### src/rtl/audio_pwm_dac.sv
// audio_pwm_dac: sample FIFO paced by an external rate clock, feeding a
// glitch-free PWM output stage whose duty updates only at period boundaries.
// Optional feature macro: AUDIO_PWM_UNDERRUN_MIDSCALE_EN
//   defined   -> an underrun loads midscale (2^(DW-1)) as the next duty
//   undefined -> an underrun keeps the last played duty
module audio_pwm_dac #(
    parameter int DW         = 8,
    parameter int FIFO_DEPTH = 4
) (
    input  logic                          clk,
    input  logic                          rst_n,
    input  logic                          i_rate_clk,
    input  logic                          s_valid,
    output logic                          s_ready,
    input  logic [DW-1:0]                 s_data,
    output logic                          o_pwm,
    output logic                          o_underrun,
    output logic [$clog2(FIFO_DEPTH):0]   o_level
);

    localparam int AW = $clog2(FIFO_DEPTH);
    localparam logic [AW:0] FULL_LVL = (AW+1)'(FIFO_DEPTH);
`ifdef AUDIO_PWM_UNDERRUN_MIDSCALE_EN
    localparam logic [DW-1:0] MIDSCALE = {1'b1, {(DW-1){1'b0}}};
`endif

    logic [DW-1:0] mem_q [FIFO_DEPTH];
    logic [AW-1:0] wr_ptr_q, wr_ptr_d;
    logic [AW-1:0] rd_ptr_q, rd_ptr_d;
    logic [AW:0]   count_q, count_d;
    logic          sync1_q, sync2_q, sync3_q;
    logic          underrun_q, underrun_d;
    logic [DW-1:0] pending_q, pending_d;
    logic [DW-1:0] active_q, active_d;
    logic [DW-1:0] cnt_q, cnt_d;
    logic          pwm_q, pwm_d;
    logic          push, pop, strobe;

    assign s_ready    = (count_q != FULL_LVL);
    assign o_level    = count_q;
    assign o_underrun = underrun_q;
    assign o_pwm      = pwm_q;

    // Next-state: FIFO bookkeeping, rate-strobe pop/underrun, PWM counter and duty
    always_comb begin
        push       = s_valid && s_ready;
        strobe     = sync2_q && !sync3_q;
        pop        = strobe && (count_q != '0);
        underrun_d = strobe && (count_q == '0);
        wr_ptr_d   = wr_ptr_q;
        rd_ptr_d   = rd_ptr_q;
        count_d    = count_q;
        pending_d  = pending_q;

        if (push) begin
            wr_ptr_d = wr_ptr_q + 1'b1;
        end
        if (pop) begin
            rd_ptr_d  = rd_ptr_q + 1'b1;
            pending_d = mem_q[rd_ptr_q];
        end
`ifdef AUDIO_PWM_UNDERRUN_MIDSCALE_EN
        if (underrun_d) begin
            pending_d = MIDSCALE;
        end
`endif
        // Push on an empty FIFO alongside a strobe is not bypassed: the
        // underrun fires and the sample simply lands in the FIFO.
        case ({push, pop})
            2'b10:   count_d = count_q + 1'b1;
            2'b01:   count_d = count_q - 1'b1;
            default: count_d = count_q;
        endcase

        cnt_d    = cnt_q + 1'b1;
        active_d = (cnt_q == '1) ? pending_q : active_q;
        pwm_d    = (cnt_q < active_q);
    end

    // FIFO storage; contents need no reset since occupancy gates every read
    always_ff @(posedge clk) begin
        if (push) begin
            mem_q[wr_ptr_q] <= s_data;
        end
    end

    // State registers with asynchronous active-low reset
    always_ff @(posedge clk or negedge rst_n) begin
        if (!rst_n) begin
            wr_ptr_q   <= '0;
            rd_ptr_q   <= '0;
            count_q    <= '0;
            sync1_q    <= 1'b0;
            sync2_q    <= 1'b0;
            sync3_q    <= 1'b0;
            underrun_q <= 1'b0;
            pending_q  <= '0;
            active_q   <= '0;
            cnt_q      <= '0;
            pwm_q      <= 1'b0;
        end else begin
            wr_ptr_q   <= wr_ptr_d;
            rd_ptr_q   <= rd_ptr_d;
            count_q    <= count_d;
            sync1_q    <= i_rate_clk;
            sync2_q    <= sync1_q;
            sync3_q    <= sync2_q;
            underrun_q <= underrun_d;
            pending_q  <= pending_d;
            active_q   <= active_d;
            cnt_q      <= cnt_d;
            pwm_q      <= pwm_d;
        end
    end

endmodule

### config.mk
export PLATFORM = sky130hd
export DESIGN_NAME = audio_pwm_dac
export DESIGN_NICKNAME = d
export VERILOG_FILES = /design/src/rtl/audio_pwm_dac.sv
export SDC_FILE = /design/constraint.sdc
export NUM_CORES = 1
export LEC_CHECK = 0
export CAP_MARGIN = 20
export CORE_MARGIN = 2
export CORE_UTILIZATION = 58
export DETAILED_ROUTE_END_ITERATION = 10
export PLACE_DENSITY_LB_ADDON = 0.2
export SYNTH_ARGS = -nofsm -noshare
export SYNTH_HDL_FRONTEND = slang
export SYNTH_SLANG_ARGS = --single-unit
### constraint.sdc
create_clock -name clk -period 2.3 [get_ports clk]
set_clock_uncertainty 0.05 [all_clocks]
set_input_delay 0.345 -clock clk [delete_from_list [all_inputs] [get_ports clk]]
set_output_delay 0.345 -clock clk [all_outputs]
set_load 0.01 [all_outputs]
==> metrics.md, run 1 <==
| Metric | Value |
|---|---|
| Post-DRT Antenna Nets | `0` |
| CP Max Fanout | `6` |
| Synthesized area | `2846 um^2` |
| Sw power | `0.0009204 W` |
| Longest Clk Path Bufs | `2` |
| Switching part of the total | `27.74%` |
| GRT Overall Usage | `18.58%` |
| Peak supply drop | `567.4 uV` |
| Setup_tns | `0 ns` |
| Initial antenna violation count | `0` |
| Yosys reg bits | `68` |
| Yosys cell types | `31` |
| Vias per Instance | `5.245` |
| Synth warn | `0` |
| # port buffers | `17` |
| Die area | `5484 um^2` |
| Post-Syn Instances | `167` |
| Slew Limit Fails | `0` |
| Most frequent cells after synthesis | `36 x dfrtp_1, 32 x edfxtp_1, 16 x mux2_4` |
| Site row count | `25` |
| Final period utilization | `92.11%` |
| IO Count | `18` |
| Status | `completed` |
| Post-CTS resize count | `0` |
| Clk slew on worst S/H paths | `0.07 ns` |
| Initial Utilization | `60.26%` |
| Worst skew pair latency | `0.33 ns` |
| Fillers | `327` |
| Startpoint types | `register` |
| RSZ-0062 raised after global routing | `false` |
| Most area-consuming cells after synthesis | `edfxtp_1 34%, dfrtp_1 32%, mux2_4 8.4%, mux4_2 6.3%, ha_1 5.7%` |
| Critical Path RT | `2.50 ns` |
| Syn-to-layout area delta | `13.98%` |
| CP Class | `reg2reg` |
| Dpl cell area | `3082 um^2` |
| Worst Tran Pin Value | `0.5866 ns` |
| Core Area | `4723 um^2` |
| Fin. Hold Viols | `0` |
| Gpl congestion | `0.7865` |
| Leakage | `1.328 nW` |
| CTS Buf Count | `9` |
| Dpl hpwl | `2972 um` |
| CTS sink cnt | `68` |
| Global-route wire length before repair | `7189 um` |
| PD cells | `1023 nW/um^2` |
| Most numerous cell in the Yosys netlist | `dfrtp_1` |
| Detailed-route via count | `1,390` |
| Layout cell share with drive strength beyond 1 | `21.72%` |
| Iteration-0 DRC count of the detailed router | `69` |
| GRT busiest layer | `met2` |
| Cell mode on critical path | `inv_1` |
| Sequential Power Share | `52.9%` |
| Post-synthesis sequential area ratio | `65.41%` |
| Crit-path max cell delay | `0.43 ns` |
| Async SR Flop Fraction | `52.94%` |
| Max-cap viol count | `0` |
| Fmax | `0.4720 GHz` |
| TritonRoute pass-1 iters | `4` |
| Leading area contributor after synthesis | `edfxtp_1` |
| Post-synth EDFFs | `32` |
| Post-CTS Hold Buffers | `0` |
| # placed instances | `249` |
| Worst hold path class | `reg2reg` |
| Global routing met1 resource utilization | `23.31%` |
| Setup violations, final | `0` |
| Max stage delay cell, worst path | `dfrtp_1` |
| Number of nets in the layout | `219` |
| Crit path DAT | `2.32 ns` |
| GR Util met2 | `29.17%` |
| Final Non-Filler Cells | `265` |
| Util after Layout | `68.69%` |
| CTS root buf | `clkbuf_8` |
| Post-CTS Setup Bufs | `0` |
| Final wirelength | `4190 um` |
| Relative slew slack | `60.89%` |
| CTS tree | `built` |
| Post-synthesis net count | `193` |
| H-tree depth | `3` |
| GR Layer Usage met3 | `4.743%` |
| Antenna diodes | `0` |
| Crit-path cells | `inv_1 -> nand3_2 -> and2_4 -> inv_1 -> ha_1 -> inv_1 -> fa_1 -> xor2_1 -> nor2_1 -> xor2_1` |
| Internal power | `0.002398 W` |
| Primary FF master, synth | `dfrtp_1` |
| DP Worst Slack | `0.06362 ns` |
| # DRC | `0` |
| Gate power share | `23.4%` |
| Pin count of the biggest net entering global routing | `37` |
| Period minus WS final | `2.119 ns` |
| Post-route cell area | `3244 um^2` |
| Die width | `74.06 um` |
| WP buf/inv | `3` |
| Setup ws final | `0.1814 ns` |
| DR WL/cell | `15.81 um` |
| Total gr overflow | `0` |
| CP delay by family, top | `adder cells` |
| Clk network pwr share | `23.7%` |
| Yosys top cell area share | `33.76%` |
| CP Capture Type | `register` |
| Syn_area_per_cell | `17.04 um^2` |
| Number of global-route vias before repair | `1,511` |
| Die Y | `74.06 um` |
[flip-flops by register name, indices dropped and copies added (netlist names), 2 cells and up]
| register | flops |
|---|---|
| rd_ptr_q | 2 |
| o_level | 3 |
| mem_q | 32 |
| wr_ptr_q | 2 |
| cnt_q | 8 |
| pending_q | 8 |
| active_q | 8 |
[stage by stage]
stage          hold slack [ns]  total power (W)
4_1_cts                 0.3032         0.003360
3_3_place_gp            0.2855         0.002490
3_5_place_dp            0.2879         0.002561
5_1_grt                 0.3116         0.003504
6_report                0.3010         0.003318
2_1_floorplan       -0.0005911         0.002299
[placed cells by master, fill, tap and decap left out, types with 2 or more instances in the layout]
cell type / count
dfrtp_1: 36
edfxtp_1: 32
clkdlybuf4s50_1: 17
mux2_4: 16
inv_1: 14
ha_1: 13
clkbuf_8: 9
mux4_2: 8
xnor2_1: 7
xor2_1: 5
and3_1: 5
nand2_1: 4
clkbuf_1: 4
nand3_2: 2
nand2b_1: 2
nor2_1: 2
o21ai_0: 2
a21o_1: 2
clkinv_2: 2
buf_4: 2
[layer usage]
metal,vias to the layer above,part of all wire [%]
met5,-,0
met4,0,2.2
met3,10,2.6
met2,18,50
met1,701,45
li1,661,-
[final timing paths]
check | start | endpoint | slack [ns] | depth (start not counted)
setup / recovery | o_level[0]$_DFFE_PN0P_ | o_level[2]$_DFFE_PN0P_ | 0.18 | 10
hold / removal | sync1_q$_DFF_PN0_ | sync2_q$_DFF_PN0_ | 0.30 | 0
setup reg to reg | o_level[0]$_DFFE_PN0P_ | o_level[2]$_DFFE_PN0P_ | 0.18 | 10
hold reg to reg | sync1_q$_DFF_PN0_ | sync2_q$_DFF_PN0_ | 0.30 | 0
max in group asynchronous | rst_n | pending_q[5]$_DFFE_PN0P_ | 1.50 | 2
min in group asynchronous | rst_n | o_pwm$_DFF_PN0_ | 0.37 | 2
[cells by family (layout without fill, tap and decap cells)]
family | count (synthesis) | in the layout | synth area share, %
multiplexers | 25 | 25 | 15.16
AO/OA/AOI/OAI | 8 | 8 | 1.890
buffers and inverters | 18 | 49 | 3.033
AND/OR/NAND/NOR | 22 | 22 | 4.396
flip-flops | 68 | 68 | 65.41
XOR/XNOR | 12 | 12 | 3.692
adder cells (fa/ha/maj) | 14 | 14 | 6.418
[power groups by stage]
stage / Clock (W) / Combinational (W) / Sequential (W)
finish: 0.000786 / 0.000777 / 0.00175
global route: 0.000858 / 0.000844 / 0.00180
CTS: 0.000817 / 0.000781 / 0.00176
detailed placement: 0 / 0.000776 / 0.00179
global placement: 0 / 0.000736 / 0.00175
floorplan: 0 / 0.000627 / 0.00167
[cell type report]
| type | count | area, um^2 | share of cell area [%] |
|---|---|---|---|
| Sequential cell | 68 | 1862 | 57.39 |
| Multi-Input combinational cell | 81 | 905.9 | 27.92 |
| Timing Repair Buffer | 19 | 185.2 | 5.708 |
| Clock buffer | 13 | 138.9 | 4.281 |
| Tap cell | 67 | 83.83 | 2.584 |
| Inverter | 14 | 52.55 | 1.620 |
| Clock inverter | 3 | 16.27 | 0.5014 |
(Power assumes the default switching activity.)
==> run 2, diff against run 1 <==
SLEW_MARGIN = 25   (was unset)
==> results of run 2 <==
The final DEF is identical to that of run 1; final timing and power are the same.
